<file path="config.mk">
export PLATFORM = sky130hd
export DESIGN_NAME = dmi_jtag_tap_mc
export DESIGN_NICKNAME = d
export VERILOG_FILES = /design/src/rtl/dmi_jtag_tap_mc.sv
export SDC_FILE = /design/constraint.sdc
export NUM_CORES = 1
export LEC_CHECK = 0
export ABC_CLOCK_PERIOD_IN_PS = 5300
export BUFFER_PORTS_ARGS = -buffer_cell sky130_fd_sc_hd__buf_2
export CAP_MARGIN = 10
export CORE_UTILIZATION = 63
export CTS_CLUSTER_DIAMETER = 50
export DETAILED_ROUTE_END_ITERATION = 12
export PLACE_DENSITY = 0.92
export REMOVE_ABC_BUFFERS = 1
export SKIP_CTS_REPAIR_TIMING = 1
export SLEW_MARGIN = 0
export SYNTH_ARGS = -nofsm -noshare
export SYNTH_HDL_FRONTEND = slang
export SYNTH_SLANG_ARGS = --single-unit
export TNS_END_PERCENT = 5
</file>
<file path="constraint.sdc">
create_clock -name tck_i -period 5.3 [get_ports tck_i]
set_clock_uncertainty 0.2 [all_clocks]
set_input_delay 0.53 -clock tck_i [delete_from_list [all_inputs] [get_ports tck_i]]
set_output_delay 0.53 -clock tck_i [all_outputs]
set_load 0.02 [all_outputs]
</file>
<file path="src/rtl/dmi_jtag_tap_mc.sv">
// Multi-channel JTAG TAP for debug transport: 16-state controller, IR, BYPASS/IDCODE/DTMCS
// and NumCh external DR channels (channel 0 is the DMI).
module dmi_jtag_tap_mc #(
   parameter int unsigned IrLength    = 5,
   parameter logic [31:0] IdcodeValue = 32'h00000001,
   parameter int unsigned NumCh       = 1,
   parameter int unsigned IdcodeIr    = 'h01,
   parameter int unsigned DtmcsIr     = 'h10,
   parameter int unsigned ChIrBase    = 'h11,
   parameter int unsigned Abits       = 7,
   parameter int unsigned IdleHint    = 1
) (
   input  logic             tck_i,
   input  logic             trst_i,
   input  logic             tms_i,
   input  logic             td_i,
   output logic             td_o,
   output logic             tdo_oe_o,
   output logic [3:0]       tap_state_o,
   output logic             test_logic_reset_o,
   output logic             capture_dr_o,
   output logic             shift_dr_o,
   output logic             update_dr_o,
   output logic             dr_tdi_o,
   output logic [NumCh-1:0] ch_select_o,
   input  logic [NumCh-1:0] ch_tdo_i,
   input  logic [1:0]       dmi_error_i,
   output logic             dmi_reset_o,
   output logic             dmi_hardreset_o
);

   typedef enum logic [3:0] {
      test_logic_reset = 4'd0,  run_test_idle = 4'd1,  select_dr_scan = 4'd2,
      capture_dr       = 4'd3,  shift_dr      = 4'd4,  exit1_dr       = 4'd5,
      pause_dr         = 4'd6,  exit2_dr      = 4'd7,  update_dr      = 4'd8,
      select_ir_scan   = 4'd9,  capture_ir    = 4'd10, shift_ir       = 4'd11,
      exit1_ir         = 4'd12, pause_ir      = 4'd13, exit2_ir       = 4'd14,
      update_ir        = 4'd15
   } tap_state_e;

   localparam logic [IrLength-1:0] code_idcode = IrLength'(IdcodeIr);
   localparam logic [IrLength-1:0] code_dtmcs  = IrLength'(DtmcsIr);

   // Index 0 = IDCODE, 1 = DTMCS, 2.. = channels.
   function automatic logic [IrLength-1:0] code_at(input int unsigned k);
      if (k == 0) return IrLength'(IdcodeIr);
      if (k == 1) return IrLength'(DtmcsIr);
      return IrLength'(ChIrBase + k - 2);
   endfunction

   function automatic bit codes_ok();
      for (int unsigned a = 0; a < NumCh + 2; a++) begin
         if (code_at(a) == '0 || code_at(a) == '1) return 1'b0;
         for (int unsigned b = 0; b < a; b++)
            if (code_at(a) == code_at(b)) return 1'b0;
      end
      return 1'b1;
   endfunction

   localparam bit codes_valid = codes_ok();

   if (IrLength < 2) begin : g_chk_irlen
      $error("IrLength must be >= 2");
   end
   if (NumCh < 1 || NumCh > 8) begin : g_chk_numch
      $error("NumCh must be 1..8");
   end
   if (!IdcodeValue[0]) begin : g_chk_idcode
      $error("IdcodeValue bit 0 must be 1");
   end
   if (!codes_valid) begin : g_chk_codes
      $error("IR codes collide or are all-zeros/all-ones");
   end

   tap_state_e          state, next;
   logic [IrLength-1:0] ir, ir_shift;
   logic                bypass;
   logic [31:0]         idcode, dtmcs;
   logic                sel_idcode, sel_dtmcs;
   logic [NumCh-1:0]    ch_sel;
   logic                tdo_mux;
   logic                dmi_reset, dmi_hardreset;

   always_comb begin
      next = test_logic_reset;
      case (state)
         test_logic_reset: next = tms_i ? test_logic_reset : run_test_idle;
         run_test_idle:    next = tms_i ? select_dr_scan   : run_test_idle;
         select_dr_scan:   next = tms_i ? select_ir_scan   : capture_dr;
         capture_dr:       next = tms_i ? exit1_dr         : shift_dr;
         shift_dr:         next = tms_i ? exit1_dr         : shift_dr;
         exit1_dr:         next = tms_i ? update_dr        : pause_dr;
         pause_dr:         next = tms_i ? exit2_dr         : pause_dr;
         exit2_dr:         next = tms_i ? update_dr        : shift_dr;
         update_dr:        next = tms_i ? select_dr_scan   : run_test_idle;
         select_ir_scan:   next = tms_i ? test_logic_reset : capture_ir;
         capture_ir:       next = tms_i ? exit1_ir         : shift_ir;
         shift_ir:         next = tms_i ? exit1_ir         : shift_ir;
         exit1_ir:         next = tms_i ? update_ir        : pause_ir;
         pause_ir:         next = tms_i ? exit2_ir         : pause_ir;
         exit2_ir:         next = tms_i ? update_ir        : shift_ir;
         update_ir:        next = tms_i ? select_dr_scan   : run_test_idle;
         default:          next = test_logic_reset;
      endcase
   end

   assign sel_idcode = (ir == code_idcode);
   assign sel_dtmcs  = (ir == code_dtmcs);
   for (genvar i = 0; i < NumCh; i++) begin : g_ch
      assign ch_sel[i] = (ir == IrLength'(ChIrBase + i));
   end

   always_ff @(posedge tck_i) begin
      if (trst_i) begin
         state         <= test_logic_reset;
         ir            <= code_idcode;
         ir_shift      <= '0;
         bypass        <= 1'b0;
         idcode        <= IdcodeValue;
         dtmcs         <= '0;
         dmi_reset     <= 1'b0;
         dmi_hardreset <= 1'b0;
      end else begin
         state <= next;
         // Pulses are registered so they land in the cycle after UpdateDr.
         dmi_reset     <= (state == update_dr) && sel_dtmcs && dtmcs[16];
         dmi_hardreset <= (state == update_dr) && sel_dtmcs && dtmcs[17];
         case (state)
            test_logic_reset: begin
               ir       <= code_idcode;
               ir_shift <= '0;
               bypass   <= 1'b0;
            end
            capture_ir: ir_shift <= IrLength'(1);
            shift_ir:   ir_shift <= {td_i, ir_shift[IrLength-1:1]};
            update_ir:  ir       <= ir_shift;
            capture_dr: begin
               if (sel_idcode) idcode <= IdcodeValue;
               else if (sel_dtmcs)
                  dtmcs <= {17'b0, 3'(IdleHint), dmi_error_i, 6'(Abits), 4'd1};
               else if (ch_sel == '0) bypass <= 1'b0;
            end
            shift_dr: begin
               if (sel_idcode) idcode <= {td_i, idcode[31:1]};
               else if (sel_dtmcs) dtmcs <= {td_i, dtmcs[31:1]};
               else if (ch_sel == '0) bypass <= td_i;
            end
            default: ;
         endcase
      end
   end

   always_comb begin
      tdo_mux = bypass;
      if (state == shift_ir) tdo_mux = ir_shift[0];
      else if (sel_idcode)   tdo_mux = idcode[0];
      else if (sel_dtmcs)    tdo_mux = dtmcs[0];
      else
         for (int i = 0; i < NumCh; i++)
            if (ch_sel[i]) tdo_mux = ch_tdo_i[i];
   end

   always_ff @(negedge tck_i) begin
      if (trst_i) begin
         td_o     <= 1'b0;
         tdo_oe_o <= 1'b0;
      end else begin
         td_o     <= tdo_mux;
         tdo_oe_o <= (state == shift_ir) || (state == shift_dr);
      end
   end

   assign tap_state_o        = state;
   assign test_logic_reset_o = (state == test_logic_reset);
   assign capture_dr_o       = (state == capture_dr);
   assign shift_dr_o         = (state == shift_dr);
   assign update_dr_o        = (state == update_dr);
   assign dr_tdi_o           = td_i;
   assign ch_select_o        = ch_sel;
   assign dmi_reset_o        = dmi_reset;
   assign dmi_hardreset_o    = dmi_hardreset;

endmodule

</file>
==> impl_metrics.json <==
{
  "outcome": "complete, no violations",
  "dieArea_mm2": 0.00536,
  "ys_seq_area_frac": 0.520,
  "avgSynthCellArea_um2": 9.19,
  "htreeDepth": 3,
  "syn_to_final_growth_pct": 5.68,
  "rsz0062_at_grt": "false",
  "ir_drop_uv": 239,
  "post-route-drc-count": 0,
  "nFillCells": 381,
  "setup_violations": 0,
  "synth_area_mm2": 0.00320,
  "worstPathArrival_ns": 1.87,
  "die_x_um": 73.2,
  "maxCapViolCount": 0,
  "gp_congestion": 0.895,
  "core_area_mm2": 0.00482,
  "cp.required_ns": 2.70,
  "postSynthCellCount": 348,
  "critical-path-slowest-cell": "dfxtp_1",
  "grt_max_degree": 77,
  "place_ws_ns": 0.836,
  "fin_area_mm2": 0.00338,
  "first_global_vias": 2338,
  "wl_per_cell_um": 14.5,
  "dr.pass1.iters": 5,
  "top_level_ports": 21,
  "setup_slack_ns": 0.837,
  "grt_usage": 0.253,
  "end_kind": "flop",
  "p_leak_nw": 1.26,
  "layout.nets": 356,
  "antenna_found_initial": 0,
  "maxSlewHeadroom": 0.283,
  "cts_sinks": 83,
  "cts_tree": "built",
  "cp_slowest_stage_delay_ns": 0.63,
  "ys_types": 45,
  "synth_seq_cells": 83,
  "grt-ovfl-total": 0,
  "grt_pass1_wl_mm": 10.4,
  "wl_mm": 6.06,
  "clock-root-buffer": "clkbuf_8",
  "dp_hpwl_mm": 3.74,
  "ys_warn_count": 0,
  "worst_pin_slew_ns": 1.08,
  "placed_area_mm2": 0.00322,
  "tns_ns": 0,
  "io_buffer_count": 20,
  "die_h_um": 73.2,
  "ff_latch_area_mm2": 0.00166,
  "drive_gt1_frac": 0.119,
  "diodes": 0,
  "clk_path_buf_depth": 2,
  "drt-initial-drc-count": 161,
  "critPathLaunchType": "flop",
  "postRouteAntennaNets": 0,
  "drv_slew": 0,
  "row_count": 25,
  "cts_inserted_buffers": 9,
  "routed_via_density": 6.05,
  "clk_pin_slew_worst_paths_ns": 0.07,
  "powerDensity_mw_per_mm2": 316,
  "multi_input_area_mm2": 0.00133,
  "hold_slack_ns": 0.258,
  "critical_path_class": "flop to flop",
  "path_cells": "mux2_2 -> a22o_1 -> a221oi_1 -> nor2_1",
  "cp_max_fo": 11,
  "clkLatencyLatePin_ns": 0.34,
  "dp_cells": 404,
  "hp-class": "primary input to flop",
  "vias": 2535,
  "hold_viol_final": 0,
  "layout.cells.non_filler": 419,
  "start_util": 0.664
}
-- final timing paths --
kind                                      from   endpoint  slack, ns  cells past startpoint
worst min register to register       dtmcs[11]  dtmcs[10]       0.28                      2
worst max register to register           ir[0]       td_o       0.84                      4
worst min-delay path            dmi_error_i[0]  dtmcs[10]       0.26                      3
worst max-delay path                     ir[0]       td_o       0.84                      4
-- power by group --
group          total, mW  switching (mW)  internal [mW]
Clock              0.384           0.204          0.180
Combinational     0.0515          0.0357         0.0159
Sequential         0.634         0.00816          0.626
Total               1.07           0.248          0.822
-- metal layers --
layer / global-route usage / share of wire / up-vias
li1: - / - / 1247
met2: 0.406 / 0.47 / 71
met5: 0 / 0 / -
met4: 0.107 / 0.026 / 0
met1: 0.305 / 0.45 / 1200
met3: 0.0939 / 0.055 / 17
-- final cells by class --
class	instances	area share
Timing Repair Buffer	22	0.0341
Sequential cell	83	0.492
Clock buffer	12	0.0430
Clock inverter	4	0.00593
Multi-Input combinational cell	226	0.395
Tap cell	67	0.0248
Inverter	5	0.00556
-- Yosys cell counts, drive strengths merged --
cell / number / share of area
inv: 6 / 0.0070
a31oi: 1 / 0.0020
o21ai: 11 / 0.017
nor3: 5 / 0.011
dfxtp: 83 / 0.52
a221oi: 1 / 0.0027
nor2: 82 / 0.096
o221ai: 1 / 0.0027
nor4: 3 / 0.0059
o211ai: 2 / 0.0047
or2: 1 / 0.0020
a2111oi: 1 / 0.0027
buf: 16 / 0.036
o22ai: 5 / 0.0098
nand2b: 4 / 0.0078
nand4: 1 / 0.0020
a2bb2oi: 1 / 0.0027
a211oi: 4 / 0.013
and4: 1 / 0.0027
and2: 2 / 0.0039
a21o: 1 / 0.0023
a211o: 1 / 0.0055
and3: 2 / 0.0039
or3: 2 / 0.0039
a311oi: 2 / 0.0055
mux2: 1 / 0.0035
nand4bb: 1 / 0.0035
nand3b: 1 / 0.0023
a22o: 1 / 0.0027
or4b: 2 / 0.0074
o21a: 2 / 0.0047
a22oi: 64 / 0.15
a21oi: 4 / 0.0063
nand2: 9 / 0.011
nor2b: 5 / 0.0098
nand3: 1 / 0.0016
clkbuf: 17 / 0.020
o221a: 1 / 0.0035
-- worst max-delay path: cells and delay by family, from the launching register on --
kind | cells | cell delay, ns
flip-flops | 1 | 0.63
AO/OA/AOI/OAI | 2 | 0.42
multiplexers | 1 | 0.40
AND/OR/NAND/NOR | 1 | 0.08
-- per-stage QoR --
step	power [mW]	util
finish	1.07	0.701
global route	1.11	0.701
CTS	1.08	0.701
detailed placement	0.702	0.668
global placement	0.701	0.668
floorplan	0.678	-
-- state kept, by name, summed over array words and instances, names as in the netlist --
register         flops
bypass               1
ir                   5
dtmcs               32
ir_shift             5
dmi_reset_o          1
td_o                 1
dmi_hardreset_o      1
tap_state_o          4
idcode              32
tdo_oe_o             1
-- logic make-up (layout without fill, tap and decap cells) --
kind of cell,count (synthesis),in the layout,synth area share
and+or+nand+nor,122,122,0.175
muxes,1,1,0.00352
DFF,83,83,0.520
buffers and inverters,39,43,0.0630
AOI/OAI and AO/OA,103,103,0.239
-- cell usage in the layout, fill, tap and decap left out, types with 4 or more instances in the layout --
master	synthesis	layout
inv_1	5	6
clkbuf_8	0	10
o21ai_0	10	10
a21oi_1	4	4
nor2_1	82	82
nand2b_1	4	4
a22oi_1	64	64
nand2_1	9	9
o22ai_1	5	5
nor3_1	4	4
nor2b_1	5	5
dfxtp_1	83	83
buf_2	8	20
No activity file was read; power rests on OpenSTA's default activity.
